[src/rtl/mem_access_unit.sv]
// Byte-addressed RISC-V load/store initiator driving a word-organised data memory.
// Build option MISALIGNED_EN: legalises misaligned h/w accesses, splitting word-crossing ones in two.
module mem_access_unit #(
  parameter int ADDR_WIDTH = 15,
  parameter int DATA_WIDTH = 32
) (
  input  logic                  clk,
  input  logic                  rst,
  input  logic                  req_valid,
  output logic                  req_ready,
  input  logic                  req_we,
  input  logic [2:0]            req_funct3,
  input  logic [31:0]           req_addr,
  input  logic [DATA_WIDTH-1:0] req_wdata,
  output logic                  resp_valid,
  output logic                  resp_err,
  output logic [DATA_WIDTH-1:0] resp_rdata,
  output logic                  mem_we,
  output logic [3:0]            mem_be,
  output logic [2:0]            mem_op_read,
  output logic [ADDR_WIDTH-1:0] mem_addr,
  output logic [DATA_WIDTH-1:0] mem_wdata,
  input  logic [DATA_WIDTH-1:0] mem_rdata
);

`ifdef MISALIGNED_EN
  localparam bit MisalignedEn = 1'b1;
`else
  localparam bit MisalignedEn = 1'b0;
`endif

  localparam int DW = DATA_WIDTH;

  typedef enum logic [1:0] {IDLE, ACC0, ACC1, RESP} state_t;

  state_t                state_q, state_d;
  logic                  we_q, we_d;
  logic [2:0]            f3_q, f3_d;
  logic [1:0]            off_q, off_d;
  logic [7:0]            mask_q, mask_d;
  logic [ADDR_WIDTH-1:0] word_q, word_d;
  logic [DW-1:0]         wdata_q, wdata_d;
  logic [DW-1:0]         w0_q, w0_d;
  logic [DW-1:0]         w1_q, w1_d;
  logic                  err_q, err_d;

  logic [3:0]            base_mask;
  logic [7:0]            req_mask;
  logic                  misaligned;
  logic                  illegal;
  logic [2*DW-1:0]       wr_shift;
  logic [DW-1:0]         rd_word;
  logic                  sign_ext;
  logic                  unused_addr_bits;

  assign unused_addr_bits = ^req_addr[31:ADDR_WIDTH+2];
  assign mem_op_read      = 3'b010;

  // Request decode, evaluated on the raw inputs while in IDLE.
  always_comb begin
    base_mask = 4'b0000;
    case (req_funct3[1:0])
      2'b00:   base_mask = 4'b0001;
      2'b01:   base_mask = 4'b0011;
      2'b10:   base_mask = 4'b1111;
      default: base_mask = 4'b0000;
    endcase
    req_mask   = {4'b0000, base_mask} << req_addr[1:0];
    misaligned = ((req_funct3[1:0] == 2'b01) && req_addr[0]) ||
                 ((req_funct3[1:0] == 2'b10) && (req_addr[1:0] != 2'b00));
    illegal    = (req_funct3 == 3'b011) || (req_funct3[2:1] == 2'b11) ||
                 (req_we && req_funct3[2]) || (misaligned && !MisalignedEn);
  end

  // Lower half feeds the first word, upper half spills into the next word.
  assign wr_shift = {{DW{1'b0}}, wdata_q} << {off_q, 3'b000};
  assign rd_word  = DW'({w1_q, w0_q} >> {off_q, 3'b000});
  assign sign_ext = !f3_q[2];

  always_comb begin
    state_d    = state_q;
    we_d       = we_q;
    f3_d       = f3_q;
    off_d      = off_q;
    mask_d     = mask_q;
    word_d     = word_q;
    wdata_d    = wdata_q;
    w0_d       = w0_q;
    w1_d       = w1_q;
    err_d      = err_q;
    req_ready  = 1'b0;
    resp_valid = 1'b0;
    resp_err   = 1'b0;
    resp_rdata = '0;
    mem_we     = 1'b0;
    mem_be     = 4'b0000;
    mem_addr   = '0;
    mem_wdata  = '0;
    case (state_q)
      IDLE: begin
        req_ready = 1'b1;
        if (req_valid) begin
          we_d    = req_we;
          f3_d    = req_funct3;
          off_d   = req_addr[1:0];
          mask_d  = req_mask;
          word_d  = req_addr[ADDR_WIDTH+1:2];
          wdata_d = req_wdata;
          err_d   = illegal;
          w0_d    = '0;
          w1_d    = '0;
          state_d = illegal ? RESP : ACC0;
        end
      end
      ACC0: begin
        mem_addr  = word_q;
        mem_be    = mask_q[3:0];
        mem_wdata = wr_shift[DW-1:0];
        mem_we    = we_q;
        if (!we_q) w0_d = mem_rdata;
        state_d = (|mask_q[7:4]) ? ACC1 : RESP;
      end
      ACC1: begin
        mem_addr  = word_q + {{(ADDR_WIDTH-1){1'b0}}, 1'b1};
        mem_be    = mask_q[7:4];
        mem_wdata = wr_shift[2*DW-1:DW];
        mem_we    = we_q;
        if (!we_q) w1_d = mem_rdata;
        state_d = RESP;
      end
      RESP: begin
        resp_valid = 1'b1;
        resp_err   = err_q;
        if (!err_q && !we_q) begin
          case (f3_q[1:0])
            2'b00:   resp_rdata = {{(DW-8){sign_ext & rd_word[7]}}, rd_word[7:0]};
            2'b01:   resp_rdata = {{(DW-16){sign_ext & rd_word[15]}}, rd_word[15:0]};
            default: resp_rdata = rd_word;
          endcase
        end
        state_d = IDLE;
      end
      default: state_d = IDLE;
    endcase
    // Reset also squashes the access in flight this cycle, so a pending second write never lands.
    if (rst) begin
      mem_we     = 1'b0;
      mem_be     = 4'b0000;
      resp_valid = 1'b0;
      resp_err   = 1'b0;
      resp_rdata = '0;
    end
  end

  always_ff @(posedge clk) begin
    if (rst) begin
      state_q <= IDLE;
      we_q    <= 1'b0;
      f3_q    <= 3'b000;
      off_q   <= 2'b00;
      mask_q  <= 8'h00;
      word_q  <= '0;
      wdata_q <= '0;
      w0_q    <= '0;
      w1_q    <= '0;
      err_q   <= 1'b0;
    end else begin
      state_q <= state_d;
      we_q    <= we_d;
      f3_q    <= f3_d;
      off_q   <= off_d;
      mask_q  <= mask_d;
      word_q  <= word_d;
      wdata_q <= wdata_d;
      w0_q    <= w0_d;
      w1_q    <= w1_d;
      err_q   <= err_d;
    end
  end

endmodule

[config.mk]
export PLATFORM = sky130hd
export DESIGN_NAME = mem_access_unit
export DESIGN_NICKNAME = d
export VERILOG_FILES = /design/src/rtl/mem_access_unit.sv
export SDC_FILE = /design/constraint.sdc
export NUM_CORES = 1
export LEC_CHECK = 0
export CORE_MARGIN = 2
export CORE_UTILIZATION = 30
export CTS_CLUSTER_DIAMETER = 200
export CTS_CLUSTER_SIZE = 25
export DETAILED_ROUTE_END_ITERATION = 8
export PLACE_DENSITY = 0.57
export SETUP_SLACK_MARGIN = 0.15
export SLEW_MARGIN = 20
export SYNTH_ARGS = -nofsm -noshare
export SYNTH_HDL_FRONTEND = slang
export SYNTH_SLANG_ARGS = --single-unit
[constraint.sdc]
create_clock -name clk -period 2.1 [get_ports clk]
set_clock_uncertainty 0.15 [all_clocks]
set_input_delay 0.21 -clock clk [delete_from_list [all_inputs] [get_ports clk]]
set_output_delay 0.21 -clock clk [all_outputs]
set_load 0.005 [all_outputs]
Word level (Yosys, flattened, before mapping)
Cells that the tools add are included.

Flip-flop bits (word level): 128. Bits in latches: 0. RAM bits: 0. Memory bits (read-only): 0. Input port bits: 103. Memories kept: 0.

Add/sub/neg operators: 1. Multipliers: 0. Div/mod/pow operators: 0. $lt $le $gt $ge: 0. Equal/unequal tests: 11. Shifts and indexed selects: 3. Multiplexer cells: 24. Bitwise gates (word level): 2. Reduce and logical (&&, ||, !) cells: 22.

Operators with widths (count): case mux 32 bit (2 select lines) (4); 2-to-1 mux 32 bit (5); << shifter 32 x 5 -> 64 bit (1); >> shifter 64 x 5 -> 32 bit (1); case mux 15 bit (2 select lines) (1); adder 15 x 1 -> 15 bit (second input constant) (1); case mux 4 bit (3 select lines) (1); equality test 2 bit (second input constant) (4); 2-to-1 mux 1 bit (8); case mux 2 bit (4 select lines) (1); case mux 4 bit (2 select lines) (1); << shifter 4 x 2 -> 8 bit (1); equality test 2 x 1 -> 1 bit (second input constant) (3); zero test 2 bit (3); != test 2 bit (second input constant) (3); AND reduction 3 bit (2); nonzero test 2 bit (3); logical AND 1 bit (4); logical OR 1 bit (4); 2-to-1 mux 2 bit (2); 2-to-1 mux 4 bit (1); OR reduction 4 bit (1); equality test 3 x 2 -> 1 bit (second input constant) (1); zero test 1 bit (3); other kinds (3) (4).

Logic depth before layout (Yosys ltp)
Gate-level depths: netlist (run 1).

Word-level depth: 7. Mapped depth: 8. Mapped depth without buffers: 6.

Worst setup path before layout (run 1)
OpenSTA, ideal clock, no wires.

Path kind: register -> output. Start: register state_q[1]. End: output port resp_rdata[20]. Data arrival time: 2.015 ns. Required time: 1.740 ns. Setup slack: -0.275 ns. Stages on the path, launching flop included: 8. Path buffers: 2. Cell sequence: dfxtp_1 ha_1 or4b_1 buf_2 or4b_4 o22a_4 buf_6 nand2_1.

Cells in the longest elaborated chain, start to end: 3.

RTL lines: from (decl) (line 36) `state_t state_q, state_d;`; from (signal assigned) (line 168) `state_q <= state_d;`; equality test 2 bit (line 99) `case (state_q)`; 2-to-1 mux 32 bit (line 99); 2-to-1 mux 32 bit (line 146) `if (rst) begin`; to (decl) (line 17) `output logic [DATA_WIDTH-1:0] resp_rdata,`.

No other way between the ends.

Worst setup path after layout (run 1)
Start: register state_q[0]. End: output port resp_rdata[28].

The elaborated chain is that of the path after synthesis.

==> out/results.txt, run 1 <==
Status = finished, violations left
Violations in the final reports = negative setup slack
Async S/R FF share, synth = 0%
Fraction of layout cells with a size suffix above 1 = 52.0%
Slowest cell on crit path = or4b_4
Number of setup violations in the final report = 141
Cells along the critical path = ha_4 -> or4b_4 -> or4b_4 -> o22a_4 -> buf_12 -> buf_6 -> nand2_2 -> buf_6
Initial Utilization = 30.5%
Die Ht = 158 um
DR vias = 8367
CTS tree = yes
DR WL/cell = 20.9 um
Crit-path leading delay family = simple AND/OR/NAND/NOR gates
Final Critical Period = 2.95 ns
Placed insts = 1402
FF+latch area = 2390 um^2
Clock sinks = 119
DRC violations left = 0
Final cycle utilization of the critical path = 140%
Main synth FF type = dfxtp_1
Critical path's largest stage delay = 0.55 ns
FP Rows = 56
Maximum clock path buffer count = 2
Slew HR = 5.50%
Initial antenna violation count = 3
Ports = 193
Hold Fails Final Rpt = 0
Vias in the first global route = 7649
Cell Pwr Density = 1270 nW/um^2
Post-Syn Area = 7140 um^2
Clock transition at path regs = 0.06 ns
Kind of critical path = register to output pin
Sequential fraction of the synthesis area = 33.4%
Die Width = 158 um
Hold WS = 0.101 ns
Final slew viol count = 0
1st-iter DRT viols = 576
Worst EP arrival = 2.59 ns
Routed wire length = 32.4 mm
Max-cap violations = 0
GR Util All Layers = 21.4%
Final Net Count = 1329
Distinct cells, synth = 53
VDD IR max = 0.000654 V
PortBufs = 174
Avg Cell Area, Syn = 7.94 um^2
Yosys reg bits = 119
Pre-CTS setup slack = -0.610 ns
Routability Congestion = 0.804
Cts hold-fix bufs = 0
CP endpoint kind = output pin
Startpoint types = register
Post-DP HPWL = 17.1 mm
Post-synth EDFFs = 0
Pin count of the biggest net entering global routing = 100
RSZ-0062 raised after global routing = true
Syn Inst Count = 899
Final worst slack = -0.846 ns
Final Non-Filler Cells = 1551
Core Box Area = 23400 um^2
Vias/cell = 5.39
Post-DRT Antenna Nets = 0
Fmax = 339 MHz
H-tree depth = 4
First-pass GRT wire length = 41.3 mm
Leakage = 5.16 nW
CP Max Fanout = 4
Req. time, crit path = 1.74 ns
Grt total ovfl = 0
Area of the multi-input gates = 6040 um^2
Slew @ Worst Pin = 1.42 ns
Yosys warns = 0
Full die area = 25000 um^2
Crit path buffers/inverters = 3
CTS buffer count = 17
Root buf cell = clkbuf_16
TritonRoute pass-1 iters = 5
Clk Latency, worst-skew pair = 0.43 ns
Hold Crit Class = input port to register
Filler cells = 2037
Layout overhead on the synthesized area = 86.8%
==> stage by stage <==
step           instance area, um^2  power (mW)  setup TNS (ns)  utilization [%]
2_1_floorplan                 7200        5.81           -2.61                -
3_3_place_gp                  9780        7.90          -31.90             41.8
3_5_place_dp                  9780        7.93          -33.63             41.8
4_1_cts                      11300        13.0          -51.36             48.4
5_1_grt                      13300        17.4          -84.17             57.0
6_report                     13300        16.9          -75.22             57.0
==> layout by cell type, fill, tap and decap left out, types with 5 or more instances in the layout <==
cell / Yosys / layout
a21oi_1: 105 / 46
a21oi_2: 0 / 56
a22oi_2: 0 / 20
a31oi_4: 0 / 5
and2_1: 29 / 27
buf_12: 0 / 22
buf_2: 15 / 72
buf_4: 3 / 82
buf_6: 1 / 74
buf_8: 0 / 16
clkbuf_16: 0 / 30
clkdlybuf4s50_1: 0 / 88
dfxtp_1: 119 / 115
mux2_2: 9 / 7
mux2i_1: 62 / 61
mux4_2: 30 / 30
nand2_1: 201 / 119
nand2_2: 0 / 44
nand2_4: 0 / 37
nand2b_1: 12 / 7
nand2b_4: 0 / 5
nand3_1: 38 / 6
nand3_2: 0 / 21
nand3_4: 0 / 11
nor2_1: 79 / 47
nor2_4: 0 / 29
nor2b_1: 10 / 7
o21ai_2: 0 / 5
o22a_1: 8 / 8
o2bb2ai_1: 8 / 8
==> power breakdown <==
part | switching, mW | internal (mW)
Combinational | 5.35 | 5.51
Clock | 1.22 | 1.79
Sequential | 0.401 | 2.62
Total | 6.97 | 9.93
==> cell usage after synthesis, drive strengths merged (6+ instances only) <==
cell type	count	share of area [%]
a21oi	105	7.4
mux2i	62	8.7
mux4	30	9.5
nor2	79	4.2
nor2b	10	0.88
nand2b	12	1.1
o21ai	9	0.63
o2bb2ai	8	0.98
ha	8	1.4
mux2	9	1.4
nand3	38	2.7
nand2	201	11
and2	30	2.6
a31oi	10	0.88
inv	6	0.32
o22a	9	1.2
a22oi	21	2.2
buf	27	1.9
clkbuf	53	2.8
dfxtp	119	33
==> area by class of cell <==
type | instances | share of cell area [%]
tap | 319 | 2.99
clock buffer | 18 | 3.29
timing repair buffer | 374 | 29.0
multi-input combinational | 699 | 45.3
antenna | 1 | 0.0188
clock inverter | 14 | 1.12
sequential | 119 | 17.9
inverter | 7 | 0.347
==> cell families (layout without fill, tap and decap cells) <==
logic type                 after synthesis  in the layout  synth area share, %
and+or+nand+nor                        398            402                 24.8
AOI/OAI and AO/OA                      182            183                 15.4
DFF                                    119            119                 33.4
muxes                                  101            101                 19.6
buffers and inverters                   87            413                 5.10
adders and majority gates                8              8                 1.40
other                                    2              4                0.105
xor gates and xnor gates                 2              2                0.245
==> worst reg2reg max path, cell delays in order (launching register included) <==
cell      delay, ns
dfxtp_4        0.35
buf_4          0.13
buf_6          0.10
buf_6          0.10
buf_6          0.12
buf_6          0.11
ha_4           0.17
buf_6          0.12
buf_6          0.12
buf_6          0.11
buf_12         0.13
nand2b_4       0.16
a21oi_4        0.21
buf_6          0.14
buf_12         0.14
nand3_2        0.10
a21oi_2        0.18
==> flip-flops by register name (all words and copies together), names as in the netlist <==
signal   count
wdata_q     32
word_q      15
w0_q        32
off_q        2
we_q         1
w1_q        24
f3_q         3
err_q        1
state_q      2
mask_q       7
==> per-layer routing <==
metal / vias up / track usage [%] / routed length (um)
li1: 3795 / - / -
met1: 4057 / 26.8 / 12800
met2: 402 / 36.3 / 15800
met3: 109 / 5.80 / 2390
met4: 4 / 5.41 / 1360
met5: - / 0 / 23
==> final timing paths <==
check	from	endpoint	slack, ns	depth (start not counted)
worst max-delay path	state_q[0]	resp_rdata[28]	-0.85	8
worst min-delay path	rst	word_q[13]	0.10	3
worst max register to register	state_q[0]	w0_q[7]	-0.64	16
worst min register to register	w0_q[3]	w0_q[3]	0.32	2
==> repair_timing <==
item / in CTS / in global routing
endpoints found under the hold margin: 0 / 0
pin swaps: 57 / 100
gates cloned: 5 / 23
setup buffers: 49 / 39
setup endpoints to repair: 144 / 190
gates resized for setup: 491 / 353
Power figures use the tool's default switching activity.
==> run 2: changes to the inputs <==
--- a/config.mk
+++ b/config.mk
@@ -12,6 +12,7 @@
 export DETAILED_ROUTE_END_ITERATION = 8
 export PLACE_DENSITY = 0.57
 export SETUP_SLACK_MARGIN = 0.15
+export SKIP_LAST_GASP = 1
 export SLEW_MARGIN = 20
 export SYNTH_ARGS = -nofsm -noshare
 export SYNTH_HDL_FRONTEND = slang
==> out/results.txt, run 2 (synthesis results as in run 1) <==
Die Ht = 158 um (unchanged)
Req. time, crit path = 1.74 ns (about the same)
Design area = 13100 um^2 (was 13300 um^2)
Pre-CTS setup slack = -0.610 ns (unchanged)
Share of power burned in registers = 18.1% (was 17.9%)
Leading cell type in the layout, fill and taps excluded = nand2_1 (unchanged)
Die Width = 158 um (unchanged)
Core Box Area = 23400 um^2 (unchanged)
Clock network power share = 18.0% (was 17.8%)
CTS tree = yes (unchanged)
CP endpoint kind = output pin (unchanged)
Routability Congestion = 0.804 (unchanged)
Full die area = 25000 um^2 (unchanged)
Post-DP HPWL = 17.1 mm (unchanged)
Fraction of layout cells with a size suffix above 1 = 49.2% (was 52.0%)
RSZ-0062 raised after global routing = true (unchanged)
Cts hold-fix bufs = 0 (unchanged)
Fmax = 340 MHz (was 339 MHz)
Kind of critical path = register to output pin (unchanged)
CTS buffer count = 17 (unchanged)
Flop-to-flop setup slack = -0.65 ns (was -0.64 ns)
Total power = 16.7 mW (was 16.9 mW)
Pin count of the biggest net entering global routing = 100 (unchanged)
Hold WS = 0.0829 ns (was 0.101 ns)
Utilization after layout = 56.2% (was 57.0%)
Cell Pwr Density = 1270 nW/um^2 (about the same)
FF+latch area = 2390 um^2 (about the same)
Vias in the first global route = 7604 (was 7649)
Logic pwr share = 63.8% (was 64.3%)
Final worst slack = -0.842 ns (was -0.846 ns)
Violations in the final reports = negative setup slack (unchanged)
Biggest registers after layout = w0_q: 32 flops, wdata_q: 32 flops, w1_q: 24 flops (unchanged)
Max-cap violations = 0 (unchanged)
Root buf cell = clkbuf_16 (unchanged)
Leakage = 5.12 nW (was 5.16 nW)
Final slew viol count = 0 (unchanged)
Hold Fails Final Rpt = 0 (unchanged)
Final cycle utilization of the critical path = 140% (about the same)
Final Net Count = 1329 (unchanged)
Final Critical Period = 2.94 ns (was 2.95 ns)
Area of the multi-input gates = 5850 um^2 (was 6040 um^2)
1st-iter DRT viols = 575 (was 576)
Number of setup violations in the final report = 142 (was 141)
GR Util All Layers = 21.2% (was 21.4%)
CP Max Fanout = 4 (unchanged)
Initial antenna violation count = 3 (unchanged)
Startpoint types = register (unchanged)
Slew HR = 5.70% (was 5.50%)
Worst EP arrival = 2.58 ns (was 2.59 ns)
DR WL/cell = 21.0 um (was 20.9 um)
Switching Share = 40.7% (was 41.2%)
Filler cells = 2062 (was 2037)
Routed wire length = 32.6 mm (was 32.4 mm)
First-pass GRT wire length = 40.9 mm (was 41.3 mm)
Grt total ovfl = 0 (unchanged)
Slew @ Worst Pin = 1.41 ns (was 1.42 ns)
Fin Setup TNS = -77.55 ns (was -75.22 ns)
Layout overhead on the synthesized area = 84.2% (was 86.8%)
DR vias = 8458 (was 8367)
VDD IR max = 0.000570 V (was 0.000654 V)
Clk Latency, worst-skew pair = 0.43 ns (about the same)
Post-DRT Antenna Nets = 0 (unchanged)
Maximum clock path buffer count = 2 (unchanged)
Ports = 193 (unchanged)
PortBufs = 174 (unchanged)
P_int = 9.87 mW (was 9.93 mW)
Clock transition at path regs = 0.06 ns (about the same)
Commonest non-fill, non-tap cells in the layout = 147 x nand2_1, 115 x dfxtp_1, 88 x clkdlybuf4s50_1 (was 119 x nand2_1, 115 x dfxtp_1, 88 x clkdlybuf4s50_1)
Psw = 6.78 mW (was 6.97 mW)
FP Rows = 56 (unchanged)
TritonRoute pass-1 iters = 5 (unchanged)
Post-DP Area = 9780 um^2 (unchanged)
Initial Utilization = 30.5% (unchanged)
Hold Crit Class = input port to register (unchanged)
H-tree depth = 4 (unchanged)
Final Non-Filler Cells = 1551 (unchanged)
Placed insts = 1402 (unchanged)
Vias/cell = 5.45 (was 5.39)
Clock sinks = 119 (unchanged)
Status = finished, violations left (unchanged)
DRC violations left = 0 (unchanged)
## run 2: cell types whose count changed in the layout (fill, tap and decap cells not counted), sizes merged
| cell | previous run | this run |
|---|---|---|
| buf | 268 | 265 |
| clkbuf | 32 | 33 |
| clkdlybuf4s15 | 0 | 2 |
## run 2: path summary, 6_finish.rpt
check	startpoint	to	cells past startpoint
worst max-delay path	state_q[1]	resp_rdata[30]	8
worst min-delay path	rst	word_q[7]	3
worst max register to register	state_q[0]	w0_q[7]	16
worst min register to register	w0_q[3]	w0_q[3]	2
## run 2: timing repair
item | 4_1_cts | 5_1_grt
pin swaps | 50 | 94
endpoints found under the hold margin | 0 | 0
gates cloned | 5 | 24
resized for setup | 429 | 354
endpoints found under the setup margin | 144 | 184
setup buffers | 49 | 38
## run 2: power by group through the flow
stage / clock (mW) / sequential (mW) / combinational, mW
floorplan: 0 / 2.89 / 2.91
global placement: 0 / 2.95 / 4.94
detailed placement: 0 / 2.97 / 4.97
CTS: 3.01 / 2.94 / 6.73
global route: 3.12 / 3.05 / 11.0
finish: 3.00 / 3.02 / 10.6
## run 2: layout make-up
type | count | share of cell area [%]
Clock inverter | 14 | 1.13
Multi-Input combinational cell | 699 | 44.5
Tap cell | 319 | 3.04
Clock buffer | 18 | 3.34
Inverter | 7 | 0.352
Timing Repair Buffer | 374 | 29.4
Antenna cell | 1 | 0.0190
Sequential cell | 119 | 18.2
## run 2: critical path: stages (launching register included)
cell     delay [ns]
dfxtp_2        0.36
ha_4           0.13
or4b_4         0.48
or4b_4         0.55
o22a_4         0.26
buf_12         0.14
buf_6          0.11
nand2_2        0.04
buf_2          0.10
## run 2: layer usage
metal | routed length, um | GRT usage [%]
met5 | 13 | 0
met4 | 1210 | 5.19
met3 | 2740 | 6.10
met2 | 15900 | 36.7
met1 | 12700 | 26.0
